[src/rtl/exec_pkg.sv]
// Shared types and constants for the RV32I execute stage.
package exec_pkg;

    typedef enum logic [3:0] {
        AluAdd, AluSub, AluSll, AluSlt, AluSltu, AluXor, AluSrl, AluSra, AluOr, AluAnd
    } alu_op_e;

    localparam logic [1:0] ALUOP_MEM = 2'b00;
    localparam logic [1:0] ALUOP_BR  = 2'b01;
    localparam logic [1:0] ALUOP_R   = 2'b10;
    localparam logic [1:0] ALUOP_I   = 2'b11;

    localparam logic [2:0] F3_BEQ  = 3'b000;
    localparam logic [2:0] F3_BNE  = 3'b001;
    localparam logic [2:0] F3_BLT  = 3'b100;
    localparam logic [2:0] F3_BGE  = 3'b101;
    localparam logic [2:0] F3_BLTU = 3'b110;
    localparam logic [2:0] F3_BGEU = 3'b111;

    typedef enum logic [1:0] {FwdReg, FwdMem, FwdWb} fwd_sel_e;

    typedef struct packed {
        logic [31:0] alu_result;
        logic [31:0] store_data;
        logic [4:0]  rd;
        logic        mem_to_reg;
        logic        mem_write;
        logic        mem_read;
        logic        reg_write;
        logic        branch_taken;
        logic [31:0] branch_target;
    } exmem_t;

    // alt selects SUB over ADD and SRA over SRL; ignored for other funct3 values.
    function automatic alu_op_e decode_funct3(input logic [2:0] funct3, input logic alt);
        alu_op_e op;
        case (funct3)
            3'b000:  op = alt ? AluSub : AluAdd;
            3'b001:  op = AluSll;
            3'b010:  op = AluSlt;
            3'b011:  op = AluSltu;
            3'b100:  op = AluXor;
            3'b101:  op = alt ? AluSra : AluSrl;
            3'b110:  op = AluOr;
            default: op = AluAnd;
        endcase
        return op;
    endfunction

endpackage

[src/rtl/execute_stage_alu_core.sv]
// Combinational RV32I ALU with equality and signed/unsigned less-than flags.
module alu_core
    import exec_pkg::*;
(
    input  alu_op_e     op_i,
    input  logic [31:0] a_i,
    input  logic [31:0] b_i,
    output logic [31:0] result_o,
    output logic        eq_o,
    output logic        lt_o,
    output logic        ltu_o
);

    logic [4:0] shamt;

    assign shamt = b_i[4:0];
    assign eq_o  = (a_i == b_i);
    assign lt_o  = ($signed(a_i) < $signed(b_i));
    assign ltu_o = (a_i < b_i);

    always_comb begin
        result_o = '0;
        case (op_i)
            AluAdd:  result_o = a_i + b_i;
            AluSub:  result_o = a_i - b_i;
            AluSll:  result_o = a_i << shamt;
            AluSlt:  result_o = {31'b0, lt_o};
            AluSltu: result_o = {31'b0, ltu_o};
            AluXor:  result_o = a_i ^ b_i;
            AluSrl:  result_o = a_i >> shamt;
            AluSra:  result_o = 32'($signed(a_i) >>> shamt);
            AluOr:   result_o = a_i | b_i;
            AluAnd:  result_o = a_i & b_i;
            default: result_o = '0;
        endcase
    end

endmodule

[src/rtl/execute_stage.sv]
// RV32I execute stage: ALU control, branch resolution, wrong-path squash and EX/MEM register.
// Optional operand forwarding from MEM/WB is enabled by defining EXEC_FWD_EN.
module execute_stage
    import exec_pkg::*;
#(
    parameter int unsigned SQUASH_DEPTH = 3
) (
    input  logic        clk_i,
    input  logic        reset_i,
`ifdef EXEC_FWD_EN
    input  logic [4:0]  rs1_EXECUTE,
    input  logic [4:0]  rs2_EXECUTE,
`endif
    input  logic [31:0] pc_EXECUTE,
    input  logic [31:0] ReadData1_EXECUTE,
    input  logic [31:0] ReadData2_EXECUTE,
    input  logic [31:0] Immout_EXECUTE,
    input  logic [4:0]  Write_Register_EXECUTE,
    input  logic [2:0]  funct3_EXECUTE,
    input  logic        funct7_bit5_EXECUTE,
    input  logic        MemtoReg_EXECUTE,
    input  logic        MemWrite_EXECUTE,
    input  logic        MemRead_EXECUTE,
    input  logic        ALUSrc_EXECUTE,
    input  logic        RegWrite_EXECUTE,
    input  logic        Branch_EXECUTE,
    input  logic [1:0]  ALUOp_EXECUTE,
    input  logic [4:0]  Write_Register,
    input  logic        RegWrite,
    input  logic [31:0] Write_data,
    output logic [31:0] alu_result_MEMORY,
    output logic [31:0] store_data_MEMORY,
    output logic [4:0]  Write_Register_MEMORY,
    output logic        MemtoReg_MEMORY,
    output logic        MemWrite_MEMORY,
    output logic        MemRead_MEMORY,
    output logic        RegWrite_MEMORY,
    output logic        branch_taken_MEMORY,
    output logic [31:0] branch_target_MEMORY
);

    localparam int unsigned CntW = (SQUASH_DEPTH > 0) ? $clog2(SQUASH_DEPTH + 1) : 1;
    localparam logic StIdle   = 1'b0;
    localparam logic StSquash = 1'b1;

    exmem_t      exmem_d, exmem_q;
    logic [CntW-1:0] cnt_d, cnt_q;
    logic        state;
    logic        kill;
    logic        cond;
    logic        taken;
    logic [31:0] op_a, rs2_val, op_b, alu_result;
    logic        eq, lt, ltu;
    alu_op_e     alu_op;

`ifdef EXEC_FWD_EN
    fwd_sel_e fwd_a_sel, fwd_b_sel;
    logic     mem_fwd_ok, wb_fwd_ok;

    // Loads in MEM have no data yet; the hazard unit stalls those instead.
    assign mem_fwd_ok = exmem_q.reg_write & ~exmem_q.mem_read & (exmem_q.rd != 5'd0);
    assign wb_fwd_ok  = RegWrite & (Write_Register != 5'd0);

    always_comb begin
        fwd_a_sel = FwdReg;
        if (mem_fwd_ok && exmem_q.rd == rs1_EXECUTE) begin
            fwd_a_sel = FwdMem;
        end else if (wb_fwd_ok && Write_Register == rs1_EXECUTE) begin
            fwd_a_sel = FwdWb;
        end
        fwd_b_sel = FwdReg;
        if (mem_fwd_ok && exmem_q.rd == rs2_EXECUTE) begin
            fwd_b_sel = FwdMem;
        end else if (wb_fwd_ok && Write_Register == rs2_EXECUTE) begin
            fwd_b_sel = FwdWb;
        end
    end

    always_comb begin
        case (fwd_a_sel)
            FwdMem:  op_a = exmem_q.alu_result;
            FwdWb:   op_a = Write_data;
            default: op_a = ReadData1_EXECUTE;
        endcase
        case (fwd_b_sel)
            FwdMem:  rs2_val = exmem_q.alu_result;
            FwdWb:   rs2_val = Write_data;
            default: rs2_val = ReadData2_EXECUTE;
        endcase
    end
`else
    logic unused_wb;

    assign unused_wb = ^{Write_Register, RegWrite, Write_data};
    assign op_a      = ReadData1_EXECUTE;
    assign rs2_val   = ReadData2_EXECUTE;
`endif

    assign op_b = ALUSrc_EXECUTE ? Immout_EXECUTE : rs2_val;

    // I-type only honours funct7 bit 5 for SRAI; ADDI must never become SUB.
    always_comb begin
        case (ALUOp_EXECUTE)
            ALUOP_MEM: alu_op = AluAdd;
            ALUOP_BR:  alu_op = AluSub;
            ALUOP_R:   alu_op = decode_funct3(funct3_EXECUTE, funct7_bit5_EXECUTE);
            default:   alu_op = decode_funct3(funct3_EXECUTE,
                                              funct7_bit5_EXECUTE & (funct3_EXECUTE == 3'b101));
        endcase
    end

    alu_core u_alu_core (
        .op_i     (alu_op),
        .a_i      (op_a),
        .b_i      (op_b),
        .result_o (alu_result),
        .eq_o     (eq),
        .lt_o     (lt),
        .ltu_o    (ltu)
    );

    always_comb begin
        case (funct3_EXECUTE)
            F3_BEQ:  cond = eq;
            F3_BNE:  cond = ~eq;
            F3_BLT:  cond = lt;
            F3_BGE:  cond = ~lt;
            F3_BLTU: cond = ltu;
            F3_BGEU: cond = ~ltu;
            default: cond = 1'b0;
        endcase
    end

    assign state = (cnt_q != '0) ? StSquash : StIdle;
    assign kill  = (state == StSquash);
    assign taken = Branch_EXECUTE & cond & ~kill;

    always_comb begin
        cnt_d = cnt_q;
        case (state)
            StIdle:   if (taken) cnt_d = CntW'(SQUASH_DEPTH);
            default:  cnt_d = cnt_q - CntW'(1);
        endcase
    end

    always_comb begin
        exmem_d               = '0;
        exmem_d.alu_result    = alu_result;
        exmem_d.store_data    = rs2_val;
        exmem_d.rd            = Write_Register_EXECUTE;
        exmem_d.mem_to_reg    = MemtoReg_EXECUTE;
        exmem_d.mem_write     = MemWrite_EXECUTE & ~kill;
        exmem_d.mem_read      = MemRead_EXECUTE & ~kill;
        exmem_d.reg_write     = RegWrite_EXECUTE & ~kill;
        exmem_d.branch_taken  = taken;
        exmem_d.branch_target = pc_EXECUTE + Immout_EXECUTE;
    end

    always_ff @(posedge clk_i) begin
        if (reset_i) begin
            exmem_q <= '0;
            cnt_q   <= '0;
        end else begin
            exmem_q <= exmem_d;
            cnt_q   <= cnt_d;
        end
    end

    assign alu_result_MEMORY     = exmem_q.alu_result;
    assign store_data_MEMORY     = exmem_q.store_data;
    assign Write_Register_MEMORY = exmem_q.rd;
    assign MemtoReg_MEMORY       = exmem_q.mem_to_reg;
    assign MemWrite_MEMORY       = exmem_q.mem_write;
    assign MemRead_MEMORY        = exmem_q.mem_read;
    assign RegWrite_MEMORY       = exmem_q.reg_write;
    assign branch_taken_MEMORY   = exmem_q.branch_taken;
    assign branch_target_MEMORY  = exmem_q.branch_target;

endmodule

[config.mk]
export PLATFORM = sky130hd
export DESIGN_NAME = execute_stage
export DESIGN_NICKNAME = d
export VERILOG_FILES = /design/src/rtl/exec_pkg.sv /design/src/rtl/execute_stage_alu_core.sv /design/src/rtl/execute_stage.sv
export SDC_FILE = /design/constraint.sdc
export NUM_CORES = 1
export LEC_CHECK = 0
export CORE_ASPECT_RATIO = 2
export CORE_MARGIN = 4
export CORE_UTILIZATION = 57
export DETAILED_ROUTE_END_ITERATION = 16
export PLACE_DENSITY_LB_ADDON = 0.12
export SLEW_MARGIN = 20
export SYNTH_ARGS = -nofsm -noshare
export SYNTH_HDL_FRONTEND = slang
export SYNTH_SLANG_ARGS = --single-unit
[constraint.sdc]
create_clock -name clk_i -period 7.45 [get_ports clk_i]
set_input_delay 0.745 -clock clk_i [delete_from_list [all_inputs] [get_ports clk_i]]
set_output_delay 0.745 -clock clk_i [all_outputs]
set_load 0.1 [all_outputs]
# [Word level (Yosys, flattened, before mapping)]
# Cells that the tools add are included.
[totals] regBits=108 wordCells=69 out_inout_bits=106 inputBits=185
[classes] reduce_logical=5 n_mux=13 n_eq_ne=19 addsub=4 order_cmp=2 bitwise=13 shifts=3
[ops] op="$pmux 32 s10" n=1
[ops] op="$add 32x32->32" n=2
[ops] op="$lt 32x32->1" n=2
[ops] op="$pmux 4 s7" n=2
[ops] op="$and 32x32->32" n=1
[ops] op="$eq 32x32->1" n=1
[ops] op="$mux 32" n=1
[ops] op="$or 32x32->32" n=1
[ops] op="$shl 32x5->32" n=1
[ops] op="$shr 32x5->32" n=1
[ops] op="$sshr 32x5->32" n=1
[ops] op="$sub 32x32->32" n=1
[ops] op="$xor 32x32->32" n=1
[ops] op="$eq 4x3->1 const B" n=4
[ops] op="$eq 3x3->1 const B" n=4
[ops] op="$pmux 4 s3" n=1
[ops] op="$eq 4x2->1 const B" n=2
[ops] op="$eq 4x4->1 const B" n=2
[ops] op="$and 1x1->1" n=6
[ops] op="$eq 3x2->1 const B" n=2
[ops] op="$pmux 1 s6" n=1
[ops] op="$mux 1" n=5
[ops] op="$eq 4x1->1 const B" n=1
[ops] op="$logic_not 4->1" n=1
[ops] op="9 further kinds" n=14

# [Logic depth before layout (Yosys ltp)]
[depth] depth_word=8 depth_mapped=18

# [Hierarchy]
# From an unflattened synthesis, not the netlist that was laid out.
[unflattened] cells_unflattened=1811 hier_area_um2=13905.8
[by_module_without_submodules] module="alu_core" instances=1 cells_each=1275 seq_area_each_um2=0.0 area_each_um2=8742.1
[by_module_without_submodules] module="execute_stage" instances=1 cells_each=536 seq_area_each_um2=2162.1 area_each_um2=5163.7

# [Worst setup path after synthesis]
# Ideal clock, no wire load.
[synth_timing] path_type="input -> register" startpoint="input port ALUSrc_EXECUTE" endpoint="register exmem_q, in the netlist alu_result_MEMORY[24]" arrival_ps=5102 stages=18 setup_time_ps=122 required_time_ps=7328 setup_slack_ps=2227 cell_sequence="buf_2 buf_1 mux2i_1 clkbuf_1 clkbuf_1 clkbuf_1 ha_1 clkbuf_1 nor2b_1 a211oi_1 or4_4 a211oi_2 a211oi_1 o31a_1 o41a_1 o22ai_2 nor4_1 a221o_1"
[synth_via] elab_chain_cells=3
[synth_rtl] item="from (decl)" line_no="execute_stage.sv:24" text="input logic ALUSrc_EXECUTE,"
[synth_rtl] item="$mux 32 *" line_no="execute_stage.sv:99" text="assign op_b = ALUSrc_EXECUTE ? Immout_EXECUTE : rs2_val;"
[synth_rtl] item="$sub 32x32->32, or another cell as far along" line_no="execute_stage_alu_core.sv:25" text="AluSub: result_o = a_i - b_i;"
[synth_rtl] item="$pmux 32 s10 *" line_no="execute_stage_alu_core.sv:23" text="case (op_i)"
[synth_rtl] item="to (signal assigned)" line_no="execute_stage.sv:164" text="exmem_q <= exmem_d;"
[synth_rtl] item="to (decl)" line_no="execute_stage.sv:46" text="exmem_t exmem_d, exmem_q;"
# Mark *: on every way between the ends. The rest lies on a longest branch, timed or not.
# A chain may end at the register's enable or synchronous reset.

# [Worst setup path after layout]
[layout_timing] startpoint="input port ALUSrc_EXECUTE" endpoint="register exmem_q, in the netlist alu_result_MEMORY[29]"
# The elaborated chain is that of the path after synthesis.

==> results.json <==
{
  "power.switching_mw": 1.56,
  "cts_resized": 0,
  "syn_area_per_cell_um2": 7.29,
  "crit_path_end_kind": "flop",
  "grt_max_degree": 71,
  "synth_compound_area_frac": 0.299,
  "netSwitchingFraction": 0.520,
  "crit_arrival_ps": 5600,
  "syn_nets": 2139,
  "grt_setup_unrepaired": "no",
  "tightestPinTransition_ps": 1230,
  "dieHeight_um": 224,
  "drive_gt1_frac": 0.0458,
  "grt_pass1_vias": 15500,
  "wl_per_cell_um": 27.0,
  "path_clk_slew_ps": 90,
  "tns_ps": 0,
  "tritoncts": "built",
  "nNetsFinal": 2300,
  "fin_cells": 2266,
  "seq_area_frac_synth": 0.163,
  "max_stage_delay_ps": 630,
  "startpoint_type": "input pin",
  "cellPowerDensity_mw_per_mm2": 186,
  "fin_area_mm2": 0.0162,
  "numPortBuffers": 252,
  "cts_setup_buffers": 0,
  "max_cap_violations": 0,
  "hold_path.class": "reg -> reg",
  "cts-root-buf": "clkbuf_16",
  "cts_sinks": 108,
  "hold_buffers": 0,
  "crit_top_cell": "a21oi_1",
  "fmax_ghz": 0.186,
  "clk_latency_ps": 370,
  "dieArea_mm2": 0.0259,
  "synth_largest_area_cell": "dfxtp_1",
  "placed_cell_area_mm2": 0.0159,
  "peakVddDrop_uv": 222,
  "fin_worst_skew_ps": 0.457,
  "vias_per_cell": 7.05,
  "rows": 78,
  "hold_viol": 0,
  "synth_area_leaders": "dfxtp_1 16%, ha_1 12%, mux2i_1 7.2%",
  "synthAdderAreaFrac": 0.129,
  "ys_top_cells_by_count": "181 x nor2_1, 168 x a21oi_1, 146 x nand2_1",
  "grt_overflow": 0,
  "clockPowerShare": 0.167,
  "synthDistinctLibCells": 74,
  "yosysTopAreaCellShare": 0.163,
  "cts.htree.levels": 3,
  "ys.flop_type": "dfxtp_1",
  "cp_max_fo": 61,
  "place_inst": 2249,
  "start_util": 0.580,
  "ys_seq_elements": 108,
  "synth_most_common_cell": "nor2_1",
  "async_reset_ff_frac": 0,
  "setup_viol": 0,
  "slowest_stage": "buf_4",
  "cts_inserted_buffers": 9,
  "vias": 16000,
  "cp.required_ps": 7670,
  "syn_inst": 1819,
  "seq_power_share": 0.221,
  "drt-initial-drc-count": 1904,
  "setup.worst_path.class": "in -> reg",
  "ant_nets": 0,
  "p_leak_nw": 6.78,
  "first_pass_iters": 6,
  "synth-warning-count": 0,
  "fillers": 1886,
  "routabilityCongestion": 1.09,
  "synthMuxAreaShare": 0.119,
  "p_int_mw": 1.45,
  "synth_simple_gate_area_frac": 0.192,
  "finalMaxSlewViolations": 0,
  "fp.dieW_um": 116,
  "wl_um": 61300,
  "crit_chain": "buf_2 > mux2i_4 > buf_4 > ha_1 > o21bai_1 > a211oi_1 > a21oi_1 > a22o_1 > a31oi_1 > o31ai_1 > a41o_1 > mux2_2 > a221oi_1 > a21oi_1",
  "comb_power_share": 0.611,
  "status": "completed",
  "reg2reg_slack_ps": 6370,
  "grt_antenna_before_repair": 0,
  "synth_xor_area_frac": 0.0311,
  "slew_headroom": 0.181,
  "area_growth_pct": 22.0,
  "min_period_ps": 5380,
  "io_pins": 291,
  "coreArea_mm2": 0.0228,
  "grt_pass1_wl_um": 90200,
  "dpl.hpwl_um": 46800,
  "period_share": 0.723,
  "synth_edf_count": 0,
  "synth_area_mm2": 0.0133,
  "drc": 0,
  "synth_top_family_by_area": "compound AO/OA/AOI/OAI gates",
  "clockBufferDepth": 2,
  "grt_usage": 0.456
}
[power by group through the flow]
stage	logic, mW	clock network (mW)	registers [mW]
2_1_floorplan	0.791	0	1.13
3_5_place_dp	1.78	0	0.680
4_1_cts	1.79	0.502	0.666
6_report	1.84	0.503	0.667
5_1_grt	1.92	0.519	0.671
3_3_place_gp	1.75	0	0.676
[registers in the layout, indices dropped and copies added, names as in the netlist]
| signal | cells |
|---|---|
| alu_result_MEMORY | 32 |
| branch_target_MEMORY | 32 |
| store_data_MEMORY | 32 |
| Write_Register_MEMORY | 5 |
| cnt_q | 2 |
| MemRead_MEMORY | 1 |
| MemWrite_MEMORY | 1 |
| MemtoReg_MEMORY | 1 |
| RegWrite_MEMORY | 1 |
| branch_taken_MEMORY | 1 |
[metal layers]
layer	global-route usage	wire (µm)	up-vias
li1	-	-	6987
met1	0.488	19400	7309
met2	0.740	28500	1265
met3	0.0927	6480	407
met4	0.399	6940	0
met5	0	0	-
[through the flow]
stage | hold WS (ps) | utilization | total power [mW] | setup slack [ps]
finish | 473 | 0.708 | 3.01 | 2070
detailed placement | 461 | 0.696 | 2.46 | 1890
CTS | 471 | 0.708 | 2.96 | 2210
global route | 496 | 0.708 | 3.11 | 1870
floorplan | 432 | - | 1.93 | 2230
global placement | 445 | 0.696 | 2.43 | 1880
[cell families after synthesis]
group                    count (synthesis)
buffers and inverters                  235
multiplexers                           127
XOR/XNOR                                47
AO/OA/AOI/OAI                          620
flip-flops                             108
AND/OR/NAND/NOR                        547
adder cells (fa/ha/maj)                135
[worst paths after layout]
check,to,from,cells after the start
worst max-delay path,alu_result_MEMORY[29],ALUSrc_EXECUTE,14
worst min register to register,cnt_q[0],cnt_q[0],2
worst min-delay path,cnt_q[0],cnt_q[0],2
worst max register to register,MemRead_MEMORY,cnt_q[0],4
[worst max-delay path: cells and delay by family]
kind | cells | cell delay (ps)
buffers and inverters | 2 | 1040
adders and majority gates | 1 | 460
muxes | 2 | 700
AOI/OAI and AO/OA | 9 | 2610
[layout by cell type (no fill, tap or decap), drive strengths merged, types with 16 or more instances in the layout]
| master | netlist | routed |
|---|---|---|
| a211oi | 31 | 31 |
| a21o | 26 | 26 |
| a21oi | 168 | 168 |
| a221oi | 17 | 17 |
| a22oi | 28 | 28 |
| a31oi | 34 | 34 |
| buf | 24 | 25 |
| clkdlybuf4s50 | 0 | 250 |
| dfxtp | 108 | 108 |
| ha | 132 | 132 |
| inv | 107 | 109 |
| mux2i | 97 | 97 |
| mux4 | 23 | 23 |
| nand2 | 146 | 146 |
| nand3 | 40 | 40 |
| nor2 | 181 | 181 |
| nor2b | 55 | 55 |
| nor3 | 39 | 39 |
| nor4 | 17 | 17 |
| o211ai | 45 | 45 |
| o21ai | 134 | 134 |
| o21bai | 16 | 16 |
| o22ai | 35 | 35 |
| xnor2 | 31 | 31 |
| xor2 | 16 | 16 |
[final cells by class]
type / instances / area, µm² / area share
multi-input combinational: 1476 / 10300 / 0.635
timing repair buffer: 275 / 2690 / 0.166
sequential: 108 / 2160 / 0.134
inverter: 110 / 413 / 0.0255
tap: 280 / 350 / 0.0217
clock buffer: 11 / 243 / 0.0150
clock inverter: 5 / 45.0 / 0.00278
antenna: 1 / 2.50 / 0.000155
(Power assumes the default switching activity.)
